### src/rtl/sim_exit_reporter.sv
// ---------------------------------------------------------------------------
// sim_exit_reporter
//
// Purpose:
//   End-of-test reporter for simulation. Accepts a single exit code from the
//   test harness over a valid/ready handshake, waits DRAIN_CYCLES cycles so
//   in-flight activity can settle, then raises a sticky done. An optional
//   watchdog substitutes an all-ones failure code if no code arrives within
//   TIMEOUT_CYCLES cycles of reset release. Outside synthesis the block
//   prints one result line when done first reads 1 and, if FINISH is set,
//   ends the run ($finish on code 0, $fatal otherwise).
//
// Ports:
//   clock        in   1           sole clock
//   reset        in   1           asynchronous, active-high reset
//   req_valid    in   1           harness presents an exit code
//   req_ready    out  1           block can accept a code (RUN only)
//   req_code     in   CODE_WIDTH  exit code, taken when valid && ready
//   done         out  1           sticky, test has ended
//   exit_code    out  CODE_WIDTH  latched exit code
//   timed_out    out  1           sticky, watchdog supplied the code
//   cycle_count  out  64          cycles since reset release (saturating)
// ---------------------------------------------------------------------------
module sim_exit_reporter #(
    parameter int unsigned CODE_WIDTH     = 32,
    parameter int unsigned DRAIN_CYCLES   = 16,
    parameter logic [63:0] TIMEOUT_CYCLES = 64'd0,
    parameter bit          FINISH         = 1'b1
) (
    input  logic                  clock,
    input  logic                  reset,
    input  logic                  req_valid,
    output logic                  req_ready,
    input  logic [CODE_WIDTH-1:0] req_code,
    output logic                  done,
    output logic [CODE_WIDTH-1:0] exit_code,
    output logic                  timed_out,
    output logic [63:0]           cycle_count
);

    typedef enum logic [1:0] {
        RUN   = 2'd0,
        DRAIN = 2'd1,
        DONE  = 2'd2
    } state_e;

    localparam logic [15:0] DRAIN_LOAD = 16'(DRAIN_CYCLES);
    localparam bit          WD_EN      = (TIMEOUT_CYCLES != 64'd0);
    // The watchdog fires on the edge that would bring cycle_count up to the
    // timeout, i.e. while the current count is one below it.
    localparam logic [63:0] WD_LAST    = TIMEOUT_CYCLES - 64'd1;

    state_e                  state_q, state_d;
    logic                    done_q, done_d;
    logic [CODE_WIDTH-1:0]   exit_code_q, exit_code_d;
    logic                    timed_out_q, timed_out_d;
    logic [63:0]             cycle_count_q, cycle_count_d;
    logic [15:0]             drain_q, drain_d;
    logic [63:0]             cycle_count_inc;
    logic                    accept;

    // Saturating increment: the counter sticks at all-ones instead of wrapping.
    assign cycle_count_inc = (cycle_count_q == '1) ? cycle_count_q
                                                   : cycle_count_q + 64'd1;

    always_ff @(posedge clock or posedge reset) begin
        if (reset) begin
            state_q       <= RUN;
            done_q        <= 1'b0;
            exit_code_q   <= '0;
            timed_out_q   <= 1'b0;
            cycle_count_q <= '0;
            drain_q       <= '0;
        end else begin
            state_q       <= state_d;
            done_q        <= done_d;
            exit_code_q   <= exit_code_d;
            timed_out_q   <= timed_out_d;
            cycle_count_q <= cycle_count_d;
            drain_q       <= drain_d;
        end
    end

    always_comb begin
        state_d       = state_q;
        done_d        = done_q;
        exit_code_d   = exit_code_q;
        timed_out_d   = timed_out_q;
        cycle_count_d = cycle_count_q;
        drain_d       = drain_q;
        accept        = 1'b0;

        case (state_q)
            RUN: begin
                cycle_count_d = cycle_count_inc;
                if (req_valid) begin
                    // A real code always beats a watchdog firing on the same edge.
                    accept      = 1'b1;
                    exit_code_d = req_code;
                end else if (WD_EN && (cycle_count_q == WD_LAST)) begin
                    accept      = 1'b1;
                    exit_code_d = '1;
                    timed_out_d = 1'b1;
                end
                if (accept) begin
                    if (DRAIN_CYCLES != 0) begin
                        drain_d = DRAIN_LOAD;
                        state_d = DRAIN;
                    end else begin
                        state_d = DONE;
                        done_d  = 1'b1;
                    end
                end
            end
            DRAIN: begin
                cycle_count_d = cycle_count_inc;
                drain_d       = drain_q - 16'd1;
                // <= 1 rather than == 1 so a corrupted zero cannot wedge DRAIN.
                if (drain_q <= 16'd1) begin
                    drain_d = '0;
                    state_d = DONE;
                    done_d  = 1'b1;
                end
            end
            DONE: begin
                // Terminal: everything frozen until reset.
            end
            default: begin
                state_d = RUN;
            end
        endcase
    end

    assign req_ready   = (state_q == RUN);
    assign done        = done_q;
    assign exit_code   = exit_code_q;
    assign timed_out   = timed_out_q;
    assign cycle_count = cycle_count_q;

`ifndef SYNTHESIS
    // Report once per reset epoch, at the clock edge that closes the first
    // cycle in which done reads 1.
    logic reported_q;

    always_ff @(posedge clock or posedge reset) begin
        if (reset) begin
            reported_q <= 1'b0;
        end else if (done_q && !reported_q) begin
            reported_q <= 1'b1;
            if (timed_out_q) begin
                $display("sim_exit_reporter: exit_code=0x%h cycle_count=%0d TIMEOUT",
                         exit_code_q, cycle_count_q);
            end else begin
                $display("sim_exit_reporter: exit_code=0x%h cycle_count=%0d",
                         exit_code_q, cycle_count_q);
            end
            if (FINISH) begin
                if (exit_code_q == '0) begin
                    $finish;
                end else begin
                    $fatal(1, "sim_exit_reporter: nonzero exit code 0x%h", exit_code_q);
                end
            end
        end
    end
`endif

endmodule

### config.mk
export PLATFORM = sky130hd
export DESIGN_NAME = sim_exit_reporter
export DESIGN_NICKNAME = d
export VERILOG_FILES = /design/src/rtl/sim_exit_reporter.sv
export SDC_FILE = /design/constraint.sdc
export NUM_CORES = 1
export LEC_CHECK = 0
export ABC_AREA = 1
export BUFFER_PORTS_ARGS = -buffer_cell sky130_fd_sc_hd__buf_2
export CAP_MARGIN = 40
export CORE_UTILIZATION = 45
export DETAILED_ROUTE_END_ITERATION = 10
export PLACE_DENSITY = 0.72
export SYNTH_ARGS = -nofsm -noshare
export SYNTH_HDL_FRONTEND = slang
export SYNTH_SLANG_ARGS = --single-unit
### constraint.sdc
create_clock -name clock -period 6.2 [get_ports clock]
set_clock_uncertainty 0.1 [all_clocks]
set_input_delay 1.24 -clock clock [delete_from_list [all_inputs] [get_ports clock]]
set_output_delay 1.24 -clock clock [all_outputs]
set_load 0.005 [all_outputs]
* Yosys cells after proc, flatten, opt, wreduce, memory -nomap -nowiden
Cells that the tools add are included.
Widths: inputs -> output; s select.
** Word-level totals
- Flip-flop bits (word level) :: 115
** Cells by class
- Add/subtract/negate cells :: 2
- $lt $le $gt $ge :: 1
- Equality and inequality tests :: 5
- Muxes and demuxes :: 8
- Bitwise gates (word level) :: 2
- Reductions and logical operators :: 8
** Operator list (number)
- $add 64x1->64 const B :: 1
- $eq 64x64->1 const B :: 1
- $mux 16 :: 2
- $pmux 16 s2 :: 1
- $le 16x1->1 const B :: 1
- $sub 16x1->16 const B :: 1
- $reduce_and 2->1 :: 4
- $pmux 2 s3 :: 1
- $mux 2 :: 2
- $reduce_and 3->1 :: 1
- $eq 2x1->1 const B :: 1
- $eq 2x2->1 const B :: 1
- $logic_not 2->1 :: 1
- $mux 1 :: 2
- $ne 2x1->1 const B :: 1
- $ne 2x2->1 const B :: 1
- $not 1->1 :: 2
- $reduce_bool 2->1 :: 1
- $reduce_or 2->1 :: 1

* Longest topological paths before layout
Gate-level depths: netlist of run 1.
- Depth after elaboration :: 4
- Mapped depth :: 13
- Gate-level depth less buffers :: 11

* Worst setup path after synthesis of run 1
Ideal clock, no wire load.
- Path type :: input-to-reg
- Start :: input req_valid
- End :: register exit_code_q[10] (netlist: exit_code[10])
- Library setup time :: 125 ps
- Arrival :: 2144 ps
- Required time :: 5975 ps
- Slack :: 3831 ps
- Stages on the path :: 3
- Buffers on the path :: 1
- Cells stage by stage :: nand2_1 > clkbuf_1 > mux2_2
** Between the ends
- Longest elaborated chain between the ends :: 1
** RTL lines
- from (decl) :: RTL line 32 : input logic req_valid,
- $reduce_and 2->1 (no source line)
- to (signal assigned) :: RTL line 77 : exit_code_q <= exit_code_d;
- to (decl) :: RTL line 55 : logic [CODE_WIDTH-1:0] exit_code_q, exit_code_d;
No other way between the ends.
A chain may end at the register's enable or synchronous reset.

* Final worst setup path of run 1
- Start :: register cycle_count_q[0] (netlist: cycle_count[0])
- End :: register cycle_count_q[15] (netlist: cycle_count[15])
** Between the ends
- Longest elaborated chain between the ends :: 3
- Elaborated cells on any way between the ends :: 4
- Those cells by class :: add/sub (1); eq/ne (1); bitwise (1); reduce/logical (1)
** RTL lines
- from (decl) :: RTL line 57 : logic [63:0] cycle_count_q, cycle_count_d;
- from (signal assigned) :: RTL line 79 : cycle_count_q <= cycle_count_d;
- branches (longest 3 deep; another with $add 64x1->64)
Parallel ways; which one is timed is not known.

==> results of run 1 <==
==> state kept, by name (all words and copies together), names as in the netlist <==
register     cells
cycle_count     64
exit_code       32
drain_q         16
state_q          2
done             1
==> cells in the final DEF, fill, tap and decap left out <==
master     count
o211ai_1       2
ha_1           3
a21o_1         1
nand3_1       24
conb_1         1
o21ai_4        1
buf_12         1
nand2_2        2
clkinv_1       1
nor2_4         3
inv_4          1
xor2_1        14
nand2_1      422
nor3_1         5
or2_2          1
nand3_2        1
o21ai_0       26
clkbuf_1       3
o22ai_1        4
mux2_2        32
xnor2_1       25
inv_2          1
bufinv_16      2
nand4_1       21
a21oi_1        3
clkinv_2       6
nand3b_1       1
inv_1         59
nor2_1       157
o21ai_1        1
dfrtp_1      115
buf_4          4
and3_1         1
clkbuf_16     17
buf_2        132
==> worst max-delay path: stages (launching register included) <==
cell,delay [ns]
dfrtp_1,0.46
ha_1,0.36
nand3_2,0.18
inv_2,0.12
nand2_2,0.09
nor2_4,0.14
nand2_2,0.11
o21ai_4,0.68
buf_4,0.47
nand2_1,0.10
o21ai_0,0.09
==> cell families after synthesis <==
family / count (synthesis) / synth area share
multiplexers: 32 / 0.0538
AND/OR/NAND/NOR: 638 / 0.376
buffers and inverters: 80 / 0.0521
XOR/XNOR: 39 / 0.0510
adder cells (fa/ha/maj): 3 / 0.00561
other: 1 / 0.000560
AO/OA/AOI/OAI: 38 / 0.0308
flip-flops: 115 / 0.430
==> routing by layer <==
layer | up-vias | share of wire
met5 | - | 0
li1 | 3223 | -
met4 | 0 | 0.034
met2 | 242 | 0.46
met3 | 40 | 0.063
met1 | 2971 | 0.44
==> how the worst max path moves through the flow <==
stage                           end  slack (ns)  cells after the start
finish              cycle_count[15]        3.17                     10
floorplan            cycle_count[0]        1.82                      1
global route        cycle_count[15]        2.97                     10
detailed placement  cycle_count[15]        3.27                      9
CTS                 cycle_count[15]        3.19                     10
global placement    cycle_count[15]        3.38                      9
==> report_power, final <==
| group | leakage [nW] | internal, mW | total (mW) | switching (mW) |
|---|---|---|---|---|
| clock | 0.265 | 0.575 | 0.903 | 0.327 |
| combinational | 2.23 | 0.00937 | 0.0267 | 0.0173 |
| sequential | 1.55 | 0.752 | 0.752 | 0 |
==> cells in the mapped netlist <==
master,number,area share
buf_2,6,0.0045
nor2_1,158,0.089
nand3_1,24,0.018
nor3_1,5,0.0037
o211ai_1,2,0.0022
buf_6,5,0.0084
o21ai_2,1,0.0013
nand4_1,21,0.020
nor2_4,2,0.0034
inv_2,1,0.00056
dfrtp_1,115,0.43
ha_1,3,0.0056
inv_1,60,0.034
nand3b_1,1,0.0011
o21ai_0,26,0.019
xnor2_1,25,0.033
or2_2,1,0.00094
nand3_2,1,0.0015
mux2_2,32,0.054
a21o_1,1,0.0011
o21ai_1,1,0.00075
conb_1,1,0.00056
o22ai_1,4,0.0037
buf_4,1,0.0011
clkinv_1,1,0.00056
a21oi_1,3,0.0022
nand2_2,2,0.0019
and3_1,1,0.00094
xor2_1,14,0.018
nand2_1,422,0.24
clkbuf_1,6,0.0034
==> stage by stage <==
step / hold slack (ns) / total power [mW] / utilization / worst slack [ns]
after floorplan: 0.358 / 0.776 / - / 1.82
after global placement: 0.344 / 0.790 / 0.517 / 3.38
after detailed placement: 0.387 / 0.792 / 0.519 / 3.27
after CTS: 0.399 / 1.70 / 0.555 / 3.19
after global routing: 0.409 / 1.73 / 0.555 / 2.97
final: 0.396 / 1.68 / 0.555 / 3.17
==> cell type report <==
cell class	instances	area share
Timing Repair Buffer	137	0.0881
Inverter	62	0.0292
Sequential cell	115	0.357
Tap cell	184	0.0285
Clock inverter	8	0.0112
Multi-Input combinational cell	751	0.432
Clock buffer	20	0.0542
==> metrics.txt, run 1 <==
Syn Nets=984; status=complete, no violations; hold_sp=exit_code[2]; Die Wd=124 um; worst r2r path cells=10; residual DRC count=0; Tmin final=3.03 ns; Nets=1122; initial core utilization=0.461; mapped cell area=6700 um^2; #FFs+latches synth=115; WP data arrival=3.26 ns; H-tree levels=4; final hold violation count=0; placed cell area=7540 um^2; IR drop worst, VDD=172 uV; DR iter-0 viols=399; share of layout cells above drive strength 1=0.187; total core area=14500 um^2; Post CTS Setup Buffer Count=0; floorplan row count=44; drt pass-1 iters=5; hold path depth=1; setup TNS=0 ns; Req. time, crit path=6.43 ns; Vias=6476; Die H=124 um; normalized max-slew margin=0.450; I/O Pins=134; GPL Wtd Cong=1.01; Global Route Usage Sum=0.256; Netlist cell types=31; largest net degree at the start of global routing=47; diode count=0; clock root buffer master=clkbuf_16; Most Crowded Layer GR=met2; setup slack on the worst flop-to-flop path=3.17 ns; Port Buffers=132; Power Density=208 nW/um^2; # fillers=1410; clk buf depth=2; worst slew pin tran=0.821 ns; global routing met2 resource utilization=0.401; Syn Inst Count=946; multi-input gate area in the final layout=3480 um^2; CTS sink cnt=115; CTS clk-pin slew, worst paths=0.06 ns; syn avg cell area=7.08 um^2; MaxCap Viol Count=0; Slew Limit Fails=0; CTS tree=yes; drt total wl=18400 um; sequential-to-total area share from yosys stat=0.430; nature of the critical path endpoint=register; HP Class=register to register; Final Setup Violations=0; gr ovfl total=0; Post-CTS Resized=0; endpoint of the worst register-to-register path=cycle_count[15]; reg2reg start=cycle_count[0]; RSZ-0062 raised after global routing=no; CP Launch Point=cycle_count[0]; Leak=4.04 nW; Synth warnings=0; Startpoint Class=register; DR vias/cell=5.07; die area=15400 um^2; Non-Filler Cell Area, Final=8060 um^2; TritonCTS Buffers=17; area delta synth->final=20.4%; WL/cell=14.4 um; first-pass GRT wire length=29700 um; register area=2880 um^2; Hold EP=exit_code[2]; placed cell count=1249; vias in the first global route=5999; Max FO, Critical Path=38; crit share post-route=0.489; grt met1 use=0.330; CTS Hold Bufs=0; hpwl dp=14100 um; Clock Latency Late Sink=0.42 ns; fin cells=1277; initial antenna violation count=0; CP Class=register to register; GR Layer Usage met3=0.0632; post-route ant nets=0; fmax=330 MHz
(Power assumes the default switching activity.)
==> run 2: changes to the inputs <==
Clock period 6.2 ns to 3.1 ns, I/O delays scaled along.
==> run 2 against run 1 <==
  * Worst hold slack lost 0.18 ns
  * Non-clock buffer count grew 4
  * Register-to-register slack lost 2.5 ns
  * Sequential share of layout area shrank 0.73 points
  * Global-route usage grew 1.0 points
  * Combinational power grew 110%
  * First-iteration DRC count grew 28%
  * Critical endpoint is now cycle_count[14]
==> metrics.txt, run 2 (synthesized netlist as in run 1, its figures left out) <==
setup TNS=0 ns; CP max stage delay=0.44 ns; Vias=6578; fin util=0.566; reg2reg start=cycle_count[0]; metal1 wirelength=8470 um; normalized max-slew margin=0.513; CTS tree=yes; placed cell area=7580 um^2; H-tree levels=4; Slowest cell on crit path=dfrtp_1; Req. time, crit path=3.28 ns; WP data arrival=2.60 ns; endpoint of the worst register-to-register path=cycle_count[14]; Die H=124 um; nature of the critical path endpoint=register; residual DRC count=0; total core area=14500 um^2; clk buf depth=2; crit-path leading delay family=buffers and inverters; Clock Latency Late Sink=0.42 ns; area delta synth->final=23.0%; Post-CTS Resized=0; Post CTS Setup Buffer Count=0; Tmin final=2.42 ns; Global Route Usage Sum=0.267; DR iter-0 viols=510; initial core utilization=0.461; drt total wl=19100 um; crit share post-route=0.782; WP buf/inv=2; Top Layer Used=met4; Largest register FFs=64; RSZ-0062 raised after global routing=no; Leak=4.12 nW; most common cell after layout, fill and taps aside=nand2_1; total power=3.74 mW; Die Wd=124 um; Non-Filler Cell Area, Final=8230 um^2; GPL Wtd Cong=0.994; metal3 WL=1170 um; CP Cell Sequence=ha_1 > nand3_2 > inv_2 > nand2_2 > nor2_4 > nand2_2 > o21ai_4 > buf_4 > o21ai_0; Startpoint Class=register; setup slack on the worst flop-to-flop path=0.68 ns; Slew Limit Fails=0; TritonCTS Buffers=17; die area=15400 um^2; worst r2r path cells=9; hpwl dp=14600 um; share of layout cells above drive strength 1=0.193; fin cells=1285; fmax=412 MHz; IR drop worst, VDD=357 uV; gr ovfl total=0; most frequent cells in the layout=nand2_1 (422), nor2_1 (157), buf_2 (132); floorplan row count=44; post-route ant nets=0; Port Buffers=132; diode count=0; WL/cell=14.9 um; drt pass-1 iters=5; pre-CTS setup slack=0.712 ns; Final Setup Violations=0; hold slack=0.214 ns; HP Class=input pin to async pin; status=complete, no violations; Crit path top cell by count=nand2_2; Nets=1126; met2 wire len=8780 um; CTS sink cnt=115; Power Density=454 nW/um^2; largest net degree at the start of global routing=49; MaxCap Viol Count=0; first-pass GRT wire length=30900 um; Max FO, Critical Path=47; I/O Pins=134; CTS clk-pin slew, worst paths=0.05 ns; DR vias/cell=5.12; placed cell count=1253; final hold violation count=0; vias in the first global route=6236; final worst slack=0.675 ns; CP Class=register to register; worst slew pin tran=0.728 ns; clock root buffer master=clkbuf_16; CTS Hold Bufs=0; initial antenna violation count=0
-- run 2: changes by cell type in the layout (fill, tap and decap cells not counted), moves of 2 or more --
cell	delta
bufinv_16	+3
clkinv_2	-2
clkinvlp_4	+2
buf_4	+3
clkbuf_8	+3
-- run 2: worst max path at each step --
stage | start | endpoint | slack, ns | cells after the start
2_1_floorplan | reset | cycle_count[0] | 0.98 | 1
3_3_place_gp | cycle_count[0] | cycle_count[2] | 0.79 | 9
3_5_place_dp | cycle_count[0] | cycle_count[2] | 0.71 | 9
4_1_cts | cycle_count[0] | cycle_count[2] | 0.70 | 9
5_1_grt | cycle_count[0] | cycle_count[15] | 0.48 | 9
6_report | cycle_count[0] | cycle_count[14] | 0.68 | 9
-- run 2: layout make-up --
type / count / area, um^2
fill: 1454 / 6300
multi-input combinational: 751 / 3480
sequential: 115 / 2880
timing repair buffer: 141 / 753
clock buffer: 22 / 474
inverter: 62 / 236
tap: 184 / 230
clock inverter: 10 / 178
-- run 2: where the power goes --
part | switching (mW) | internal [mW]
Combinational | 0.0354 | 0.0205
Sequential | 0 | 1.50
Clock | 0.695 | 1.48
Total | 0.730 | 3.01
-- run 2: per-layer routing --
layer	global-route usage	vias up
li1	-	3242
met1	0.331	3051
met2	0.437	239
met3	0.0595	46
met4	0.132	0
met5	0	-
==> run 3: changes to the inputs <==
Clock period 3.1 ns to 2.5 ns, I/O delays scaled along.
==> run 3 against run 2 <==
  * Die area stayed put
  * Final area increased by 2.9%
  * Clock power increased by 3%
  * Non-clock buffer count is 44 higher
  * Utilization increased by 1.7 points
  * First-iteration DRC count down 3.3%
  * Via count is 3.1% higher
  * Cell count grew 3.5%
==> metrics.txt, run 3 (synthesized netlist as in run 1, its figures left out) <==
floorplan row count=44; HP Class=input pin to async pin; WL/cell=15.1 um; initial core utilization=0.461; normalized max-slew margin=0.479; Post CTS Setup Buffer Count=0; placed cell area=7920 um^2; placed cell count=1297; fin util=0.583; Power Density=492 nW/um^2; drt total wl=20100 um; Crit path top cell by count=nand2_1; CP Cell Sequence=nand2_1 > nor2_1 > nand2_1 > nor2_1 > nand3_1 > nor2_1 > nor2_4 > buf_12 > nand2_1 > nand2_1; Die Wd=124 um; share of layout cells above drive strength 1=0.227; total power=4.17 mW; CTS clk-pin slew, worst paths=0.06 ns; Req. time, crit path=2.71 ns; most common cell after layout, fill and taps aside=nand2_1; CTS sink cnt=115; vias in the first global route=6366; CP max stage delay=0.50 ns; gr ovfl total=0; initial antenna violation count=0; Leak=4.29 nW; Port Buffers=132; Nets=1171; # fillers=1381; RSZ-0062 raised after global routing=no; Slowest cell on crit path=dfrtp_1; residual DRC count=0; Max FO, Critical Path=23; Startpoint Class=register; final hold violation count=0; die area=15400 um^2; IR drop worst, VDD=403 uV; most frequent cells in the layout=nand2_1 (422), nor2_1 (157), buf_2 (132); clock root buffer master=clkbuf_16; CTS tree=yes; clk buf depth=2; fin cells=1330; post-route ant nets=0; WP data arrival=2.49 ns; GPL Wtd Cong=1.02; DR vias/cell=5.10; Global Route Usage Sum=0.274; total core area=14500 um^2; Tmin final=2.28 ns; first-pass GRT wire length=31400 um; Final Setup Violations=0; status=complete, no violations; setup TNS=0 ns; nature of the critical path endpoint=register; Post-CTS Resized=0; Clock Latency Late Sink=0.43 ns; Vias=6780; Die H=124 um; fmax=439 MHz; diode count=0; area delta synth->final=26.6%; Largest register FFs=64; TritonCTS Buffers=17; Slew Limit Fails=0; H-tree levels=4; DR iter-0 viols=493; hpwl dp=15200 um; CTS Hold Bufs=0; MaxCap Viol Count=0; drt pass-1 iters=5; largest net degree at the start of global routing=116; crit share post-route=0.910; worst slew pin tran=0.780 ns; Non-Filler Cell Area, Final=8480 um^2; CP Class=register to register; I/O Pins=134
[run 3: layout make-up]
type	instances	area, um^2	share of cell area
multi-input cells	752	3490	0.412
flip-flops and latches	115	2880	0.340
repair buffers	185	1100	0.129
clock buffers	18	439	0.0518
inverters	62	236	0.0279
well taps	184	230	0.0272
clock inverters	14	106	0.0125
[run 3: final timing paths]
| check | start | endpoint | slack [ns] | cells past startpoint |
|---|---|---|---|---|
| worst min-delay path | reset | exit_code[11] | 0.14 | 3 |
| min in group clock | req_code[26] | exit_code[26] | 0.20 | 2 |
| worst min register to register | done | done | 0.38 | 2 |
| worst max-delay path | cycle_count[45] | cycle_count[49] | 0.22 | 10 |
| worst max register to register | cycle_count[45] | cycle_count[49] | 0.22 | 10 |
| max in group asynchronous | reset | cycle_count[20] | 1.67 | 3 |
[run 3: power by group]
| group | internal, mW | switching (mW) |
|---|---|---|
| sequential | 1.86 | 0 |
| clock | 1.29 | 0.951 |
| combinational | 0.0223 | 0.0435 |
| total | 3.18 | 0.994 |
[run 3: layer usage]
| layer | wire length, um | GRT usage | up-vias |
|---|---|---|---|
| met2 | 9060 | 0.433 | 294 |
| met4 | 770 | 0.138 | 0 |
| li1 | - | - | 3333 |
| met5 | 0 | 0 | - |
| met1 | 8580 | 0.349 | 3105 |
| met3 | 1650 | 0.0646 | 48 |
[run 3: per-stage QoR]
stage,setup slack [ns],hold slack (ns)
after global placement,0.209,0.346
after detailed placement,0.108,0.366
after global routing,0.0923,0.189
final,0.224,0.141
after floorplan,0.499,0.358
after CTS,0.0754,0.191
[run 3: critical path, delay by kind of cell (launching register included)]
kind / cells / cell delay, ns
DFF: 1 / 0.50
and+or+nand+nor: 9 / 1.36
buffers and inverters: 1 / 0.21
